[src/rtl/parity_if.sv]
// parity_if: groups the parity generator/checker data bus.
//   master : drives A/B/C/P, in_valid, clr_cnt; observes results
//   slave  : the parity_gen_det side
//   A,B,C        data bits 2..0
//   P            received parity bit
//   in_valid     qualifies the sample for the error counters
//   clr_cnt      synchronous clear of both error counters
//   Peven/Podd   generated parity for {A,B,C}
//   Check_even/Check_odd  parity violation flags for {A,B,C,P}
//   out_valid    in_valid aligned with the outputs
//   err_even_cnt/err_odd_cnt  saturating error counters
interface parity_if #(
    parameter int CNT_W = 8
);
    logic             A, B, C, P;
    logic             in_valid, clr_cnt;
    logic             Peven, Podd, Check_even, Check_odd, out_valid;
    logic [CNT_W-1:0] err_even_cnt, err_odd_cnt;

    modport master (
        output A, B, C, P, in_valid, clr_cnt,
        input  Peven, Podd, Check_even, Check_odd, out_valid, err_even_cnt, err_odd_cnt
    );
    modport slave (
        input  A, B, C, P, in_valid, clr_cnt,
        output Peven, Podd, Check_even, Check_odd, out_valid, err_even_cnt, err_odd_cnt
    );
endinterface

[src/rtl/parity_gen_det.sv]
// parity_gen_det: 3-bit even/odd parity generator plus 4-bit parity checker
// with optional output registering and saturating error counters.
//   clk    single clock, rising edge
//   rst_n  asynchronous active-low reset
//   bus    parity_if.slave (data in, parity/check/valid/counters out)
// REG_OUT=1 registers all outputs (1-cycle latency); REG_OUT=0 leaves the
// parity/check outputs combinational with out_valid = in_valid.
// The error counters are always registered and sample the current inputs.
module parity_gen_det #(
    parameter int REG_OUT = 1,
    parameter int CNT_W   = 8
) (
    input  logic     clk,
    input  logic     rst_n,
    parity_if.slave  bus
);
    localparam logic [CNT_W-1:0] CNT_MAX = {CNT_W{1'b1}};

    logic pe_c;   // even-parity bit of {A,B,C}
    logic ce_c;   // even-parity violation of {A,B,C,P}

    assign pe_c = bus.A ^ bus.B ^ bus.C;
    assign ce_c = pe_c ^ bus.P;

    generate
        if (REG_OUT != 0) begin : g_reg
            logic pe_q, po_q, ce_q, co_q, vld_q;

            // Outputs update every cycle regardless of in_valid; only the
            // counters are qualified.
            always_ff @(posedge clk or negedge rst_n) begin
                if (!rst_n) begin
                    pe_q  <= 1'b0;
                    po_q  <= 1'b0;
                    ce_q  <= 1'b0;
                    co_q  <= 1'b0;
                    vld_q <= 1'b0;
                end else begin
                    pe_q  <= pe_c;
                    po_q  <= ~pe_c;
                    ce_q  <= ce_c;
                    co_q  <= ~ce_c;
                    vld_q <= bus.in_valid;
                end
            end

            assign bus.Peven      = pe_q;
            assign bus.Podd       = po_q;
            assign bus.Check_even = ce_q;
            assign bus.Check_odd  = co_q;
            assign bus.out_valid  = vld_q;
        end else begin : g_comb
            assign bus.Peven      = pe_c;
            assign bus.Podd       = ~pe_c;
            assign bus.Check_even = ce_c;
            assign bus.Check_odd  = ~ce_c;
            assign bus.out_valid  = bus.in_valid;
        end
    endgenerate

    logic [CNT_W-1:0] err_even_q, err_odd_q;

    // Clear beats increment; increments stop at all-ones instead of wrapping.
    always_ff @(posedge clk or negedge rst_n) begin
        if (!rst_n) begin
            err_even_q <= '0;
            err_odd_q  <= '0;
        end else if (bus.clr_cnt) begin
            err_even_q <= '0;
            err_odd_q  <= '0;
        end else if (bus.in_valid) begin
            if (ce_c && err_even_q != CNT_MAX)
                err_even_q <= err_even_q + CNT_W'(1);
            if (!ce_c && err_odd_q != CNT_MAX)
                err_odd_q <= err_odd_q + CNT_W'(1);
        end
    end

    assign bus.err_even_cnt = err_even_q;
    assign bus.err_odd_cnt  = err_odd_q;
endmodule

[src/flat_wrapper.sv]
// flat-port wrapper written by rule: the top's interface ports become plain ports
module parity_gen_det_flat 
#(
    parameter int REG_OUT = 1,
    parameter int CNT_W   = 8
)
  (clk, rst_n, bus_A, bus_B, bus_C, bus_P, bus_in_valid, bus_clr_cnt, bus_Peven, bus_Podd, bus_Check_even, bus_Check_odd, bus_out_valid, bus_err_even_cnt, bus_err_odd_cnt);
  parity_if #(.CNT_W(CNT_W)) bus_i ();
  input  logic clk;
  input  logic rst_n;
  input wire logic [$bits(bus_i.A)-1:0] bus_A;
  input wire logic [$bits(bus_i.B)-1:0] bus_B;
  input wire logic [$bits(bus_i.C)-1:0] bus_C;
  input wire logic [$bits(bus_i.P)-1:0] bus_P;
  input wire logic [$bits(bus_i.in_valid)-1:0] bus_in_valid;
  input wire logic [$bits(bus_i.clr_cnt)-1:0] bus_clr_cnt;
  output wire logic [$bits(bus_i.Peven)-1:0] bus_Peven;
  output wire logic [$bits(bus_i.Podd)-1:0] bus_Podd;
  output wire logic [$bits(bus_i.Check_even)-1:0] bus_Check_even;
  output wire logic [$bits(bus_i.Check_odd)-1:0] bus_Check_odd;
  output wire logic [$bits(bus_i.out_valid)-1:0] bus_out_valid;
  output wire logic [$bits(bus_i.err_even_cnt)-1:0] bus_err_even_cnt;
  output wire logic [$bits(bus_i.err_odd_cnt)-1:0] bus_err_odd_cnt;
  assign bus_i.A = bus_A;
  assign bus_i.B = bus_B;
  assign bus_i.C = bus_C;
  assign bus_i.P = bus_P;
  assign bus_i.in_valid = bus_in_valid;
  assign bus_i.clr_cnt = bus_clr_cnt;
  assign bus_Peven = bus_i.Peven;
  assign bus_Podd = bus_i.Podd;
  assign bus_Check_even = bus_i.Check_even;
  assign bus_Check_odd = bus_i.Check_odd;
  assign bus_out_valid = bus_i.out_valid;
  assign bus_err_even_cnt = bus_i.err_even_cnt;
  assign bus_err_odd_cnt = bus_i.err_odd_cnt;
  parity_gen_det #(.REG_OUT(REG_OUT), .CNT_W(CNT_W)) u_core (.clk(clk), .rst_n(rst_n), .bus(bus_i));
endmodule
[config.mk]
export PLATFORM = sky130hd
export DESIGN_NAME = parity_gen_det_flat
export DESIGN_NICKNAME = d
export VERILOG_FILES = /design/src/rtl/parity_if.sv /design/src/rtl/parity_gen_det.sv /design/src/flat_wrapper.sv
export SDC_FILE = /design/constraint.sdc
export NUM_CORES = 1
export LEC_CHECK = 0
export CAP_MARGIN = 25
export CORE_MARGIN = 2
export CORE_UTILIZATION = 42
export CTS_CLUSTER_DIAMETER = 40
export CTS_CLUSTER_SIZE = 28
export DETAILED_ROUTE_END_ITERATION = 8
export GPL_TIMING_DRIVEN = 0
export MAX_ROUTING_LAYER = met4
export PLACE_DENSITY = 0.74
export SYNTH_ARGS = -nofsm -noshare
export SYNTH_HDL_FRONTEND = slang
export SYNTH_SLANG_ARGS = --single-unit
[constraint.sdc]
create_clock -name clk -period 1.48 [get_ports clk]
set_input_delay 0.296 -clock clk [delete_from_list [all_inputs] [get_ports clk]]
set_output_delay 0.296 -clock clk [all_outputs]
set_load 0.03 [all_outputs]
# [Yosys cells after proc, flatten, opt, wreduce, memory -nomap -nowiden]
# Index checks and enable logic that the tools add are counted.
[op_classes] add_sub_neg=2 n_mul=0 n_div=0 magnitude_cmp=0 eq_ne=2 shift=0 mux=6 n_bitwise=5 n_reduce_logical=8
[ops] cell="2-to-1 mux 8 bit" n=6
[ops] cell="adder 8 x 1 -> 8 bit (second input constant)" n=2
[ops] cell="inequality test 8 bit (second input constant)" n=2
[ops] cell="nonzero test 2 bit" n=3
[ops] cell="AND reduction 2 bit" n=2
[ops] cell="bitwise XOR 1 bit" n=3
[ops] cell="logical AND 1 bit" n=2
[ops] cell="inverter 1 bit" n=2
[ops] cell="logical NOT 1 bit" n=1
[totals] regBits=21 latchBits=0 mem_bits_rw=0 romBits=0 in_bits=8 output_inout_bits=21 n_memories=0

# [Longest topological paths before layout]
# Gate-level depths: netlist of run 1.
[depth] ltp_word=8 mapped_depth=6

# [Least setup slack after synthesis of run 1]
# Ideal clock, no wire load.
[synth_path] path_type="in2reg" start="in bus_B" end="reg u_core.err_even_q[2] (netlist: u_core.bus.err_even_cnt[2])" setup_ps=125 t_arrival_ps=1678 setup_slack_ps=-323 cell_stages=6 path_buffers=1 cell_sequence="xnor3_2 -> xnor2_4 -> inv_2 -> buf_2 -> nor3_1 -> mux2_2"
[synth_via] elab_chain_len=6
[synth_lines] item="start, declared" line_no="flat_wrapper.sv:12" text="input wire logic [$bits(bus_i.B)-1:0] bus_B;"
[synth_lines] item="bitwise XOR 1 bit (2 in series)" line_no="parity_gen_det.sv:22" text="assign pe_c = bus.A ^ bus.B ^ bus.C;"
[synth_lines] item="bitwise XOR 1 bit" line_no="parity_gen_det.sv:23" text="assign ce_c = pe_c ^ bus.P;"
[synth_lines] item="logical AND 1 bit" line_no="parity_gen_det.sv:72" text="if (ce_c && err_even_q != CNT_MAX)"
[synth_lines] item="nonzero test 2 bit (no line)"
[synth_lines] item="AND reduction 2 bit (no line)"
[synth_lines] item="end signal, assigned" line_no="parity_gen_det.sv:73" text="err_even_q <= err_even_q + CNT_W'(1);"
[synth_lines] item="end, declared" line_no="parity_gen_det.sv:61" text="logic [CNT_W-1:0] err_even_q, err_odd_q;"
# No other way between the ends.
# A chain may end at the register's enable or synchronous reset.

# [Final worst setup path of run 1]
[layout_path] start="in bus_B" end="reg u_core.err_odd_q[5] (netlist: u_core.bus.err_odd_cnt[5])"
[layout_via] elab_chain_len=7
[layout_lines] item="bitwise XOR 1 bit (2 in series)" line_no="parity_gen_det.sv:22"
[layout_lines] item="bitwise XOR 1 bit" line_no="parity_gen_det.sv:23"
[layout_lines] item="via u_core.ce_c" line_no="parity_gen_det.sv:20" text="logic ce_c;"
[layout_lines] item="logical NOT 1 bit" line_no="parity_gen_det.sv:74" text="if (!ce_c && err_odd_q != CNT_MAX)"
[layout_lines] item="logical AND 1 bit" line_no="parity_gen_det.sv:74"
[layout_lines] item="nonzero test 2 bit (no line)"
[layout_lines] item="AND reduction 2 bit (no line)"
[layout_lines] item="end signal, assigned" line_no="parity_gen_det.sv:75" text="err_odd_q <= err_odd_q + CNT_W'(1);"
[layout_lines] item="end, declared" line_no="parity_gen_det.sv:61"
# The timed path passes the listed nets, and every way through them passes these cells.

==> impl_metrics.py, run 1 <==
metrics = {
    "status": {
        "status": "finished, violations left",
        "violations": "negative setup slack",
    },
    "pwr": {
        "ir_drop_mv": 0.603,
        "p_leak_nw": 0.699,
        "power.density_nw_per_um2": 781,
        "p_total_w": 0.00130,
    },
    "timing": {
        "finalHoldViolations": 0,
        "final_max_slew_viol_count": 0,
        "tightest_slew_ns": 0.953,
        "fin_skew_ns": 0.00217,
        "worst_slack_ns": -0.118,
        "setup_viol": 15,
        "slew_headroom_pct": 36.3,
        "fin_crit_sh_pct": 108,
        "finalCriticalPeriod_ns": 1.60,
        "max_freq_mhz": 626,
        "rsz0062_at_grt": "true",
    },
    "setup_path": {
        "arrival_ns": 1.80,
        "cp.required_ns": 1.68,
        "path_cells": "buf_6, xnor3_2, xnor2_4, buf_6, buf_6, nor3_2, mux2_4",
        "startpoint_type": "input pin",
        "cpMaxStageDelayCell": "xnor3_2",
        "endpoint_kind": "flop",
        "crit_type": "in -> reg",
        "cpPeakStageDelay_ns": 0.46,
        "cpMostUsedCell": "buf_6",
        "crit_fanout": 7,
    },
    "synth": {
        "yosys_warnings": 0,
        "async_reset_ff_share_pct": 100,
        "synth_area_per_cell_sq_um": 10.4,
        "synthDistinctLibCells": 29,
        "synth_area_sq_um": 1080,
        "synth_edf_count": 0,
        "synth_seq_cells": 21,
        "synth_fp_nets": 114,
        "synthCells": 104,
        "ys.flop_type": "dfrtp_1",
        "seq_area_frac_synth_pct": 48.7,
    },
    "cts": {
        "cts_buffer_depth": 2,
        "clk_transition_reported_paths_ns": 0.12,
        "clock_sinks": 21,
        "cts_inserted_buffers": 3,
        "htreeDepth": 1,
        "root_buffer": "clkbuf_4",
        "hold_buffers": 0,
        "cts_tree": "built",
        "clock_latency_ns": 0.30,
    },
    "floorplanning": {
        "fp.dieH_um": 54.7,
        "rows": 18,
        "die_area_sq_um": 2990,
        "pin_count": 29,
        "fp.dieW_um": 54.7,
        "core_region_area_sq_um": 2450,
        "start_util_pct": 43.9,
    },
    "global_route": {
        "antenna_found_initial": 0,
        "gr-total-overflow": 0,
        "grt_usage_pct": 21.2,
        "grt_max_degree": 22,
        "grt_pass1_vias": 964,
        "grt_pass1_wl_um": 4450,
    },
    "finish": {
        "filler_cell_count": 197,
        "layout.cells.non_filler": 180,
        "finalNetCount": 161,
        "area_growth_pct": 54.1,
        "drive_above_1_share_pct": 41.3,
        "final_cell_mix": "dfrtp_1, dlygate4sd2_1, buf_4, a21oi_1",
        "diodes": 0,
        "final_common_cell": "dfrtp_1",
    },
    "detailed_routing": {
        "vias": 1006,
        "wire_per_inst_um": 15.5,
        "vias_per_cell": 5.59,
        "totalWireLength_um": 2800,
        "postRouteAntennaNets": 0,
        "drc_errors": 0,
        "drtIter0Drc": 16,
        "first_pass_iters": 4,
    },
    "min_path": {
        "holdCritPathClass": "in -> async",
    },
    "flow_run": {
        "max-cap-violations": 0,
    },
    "placement": {
        "portBuffers": 28,
        "dpl.hpwl_um": 1760,
        "place.gp.congestion": 0.801,
        "dpl.cell_count": 162,
    },
}
==> cells in the mapped netlist, drive strengths merged, types with 3 or more instances <==
| cell type | count | area share [%] |
|---|---|---|
| a21oi | 9 | 4.2 |
| dfrtp | 21 | 49 |
| inv | 4 | 1.4 |
| or4 | 6 | 4.2 |
| nor2 | 7 | 2.4 |
| nand2 | 4 | 1.4 |
| o21ai | 5 | 2.3 |
| nand3 | 4 | 1.9 |
| or3 | 3 | 1.7 |
| o31ai | 6 | 4.2 |
| nor2b | 5 | 2.9 |
| nand4 | 3 | 1.7 |
| mux2 | 5 | 5.2 |
==> through the flow <==
stage | hold slack, ns | util, % | setup WS, ns | TNS (ns) | instance area [sq um]
after CTS | 0.505 | 64.1 | -0.139 | -0.989 | 1570
after global placement | 0.565 | 59.7 | -0.845 | -12.81 | 1470
after floorplan | 0.000409 | - | -0.279 | -2.84 | 1150
after detailed placement | 0.580 | 59.7 | -0.879 | -14.41 | 1470
final | 0.506 | 67.7 | -0.118 | -1.13 | 1660
after global routing | 0.517 | 67.7 | -0.206 | -2.19 | 1660
==> power by group <==
part | switching [W] | internal [W]
registers | 0.0000187 | 0.000606
logic | 0.000217 | 0.000172
clock network | 0.000184 | 0.000101
==> worst max-delay path: cells and delay by family <==
family	cells	cell delay (ns)
multiplexers	1	0.32
XOR/XNOR	2	0.66
AND/OR/NAND/NOR	1	0.20
buffers and inverters	3	0.32
==> layer usage <==
layer / vias up / part of all wire (%) / global-route usage, % / wire length (um)
met5: - / 0 / - / 0
met4: 0 / 0.57 / 6.67 / 16
met3: 2 / 4.0 / 2.73 / 111
met2: 35 / 54 / 34.9 / 1510
met1: 492 / 42 / 26.9 / 1160
li1: 477 / - / - / -
==> final cells by class <==
| class | instances | area [sq um] | area share (%) |
|---|---|---|---|
| clock inverter | 1 | 5.00 | 0.301 |
| sequential | 21 | 533 | 32.1 |
| clock buffer | 3 | 22.5 | 1.36 |
| inverter | 4 | 17.5 | 1.05 |
| tap | 30 | 37.5 | 2.26 |
| buffer | 4 | 32.5 | 1.96 |
| multi-input combinational | 75 | 657 | 39.5 |
| timing repair buffer | 42 | 357 | 21.5 |
==> state kept, by name (all words and copies together) (netlist names) <==
signal,cells
u_core.bus.Podd,1
u_core.bus.Peven,1
u_core.bus.out_valid,1
u_core.bus.Check_odd,1
u_core.bus.Check_even,1
u_core.bus.err_odd_cnt,8
u_core.bus.err_even_cnt,8
==> final timing paths <==
path / from / end / slack, ns / cells after the start
setup / recovery: bus_B / u_core.bus.err_odd_cnt[5]$_DFFE_PN0P_ / -0.12 / 7
hold / removal: rst_n / u_core.bus.Check_odd$_DFF_PN0_ / 0.51 / 1
setup reg to reg: u_core.bus.err_even_cnt[4]$_DFFE_PN0P_ / u_core.bus.err_even_cnt[7]$_DFFE_PN0P_ / -0.10 / 4
hold reg to reg: u_core.bus.err_odd_cnt[7]$_DFFE_PN0P_ / u_core.bus.err_odd_cnt[7]$_DFFE_PN0P_ / 0.61 / 2
max in group asynchronous: rst_n / u_core.bus.err_even_cnt[1]$_DFFE_PN0P_ / 0.33 / 1
min in group clk: bus_B / u_core.bus.Podd$_DFF_PN0_ / 0.51 / 3
==> what timing repair did <==
item	CTS	global route
endpoints found under the setup margin	39	28
pin swaps	11	9
gates cloned	1	0
gates resized for setup	50	25
setup buffers	7	6
==> cell families (layout without fill, tap and decap cells) <==
kind of cell             Yosys count  in the layout  synth area share, %
flip-flops                        21             21                 48.7
AO/OA/AOI/OAI                     24             24                 13.7
adder cells (fa/ha/maj)            2              2                 2.32
multiplexers                       6              6                 6.15
AND/OR/NAND/NOR                   41             41                 21.3
XOR/XNOR                           2              2                 4.76
buffers and inverters              8             54                 3.02
Note: power is estimated with default switching activity, not from simulation.
==> inputs of run 2 (changes only) <==
--- a/config.mk
+++ b/config.mk
@@ -11,6 +11,7 @@
 export CTS_CLUSTER_DIAMETER = 40
 export CTS_CLUSTER_SIZE = 28
 export DETAILED_ROUTE_END_ITERATION = 8
+export GPL_ROUTABILITY_DRIVEN = 1
 export GPL_TIMING_DRIVEN = 0
 export MAX_ROUTING_LAYER = met4
 export PLACE_DENSITY = 0.74
==> results of run 2 <==
No change in the layout: final DEF, timing and power equal those of run 1.
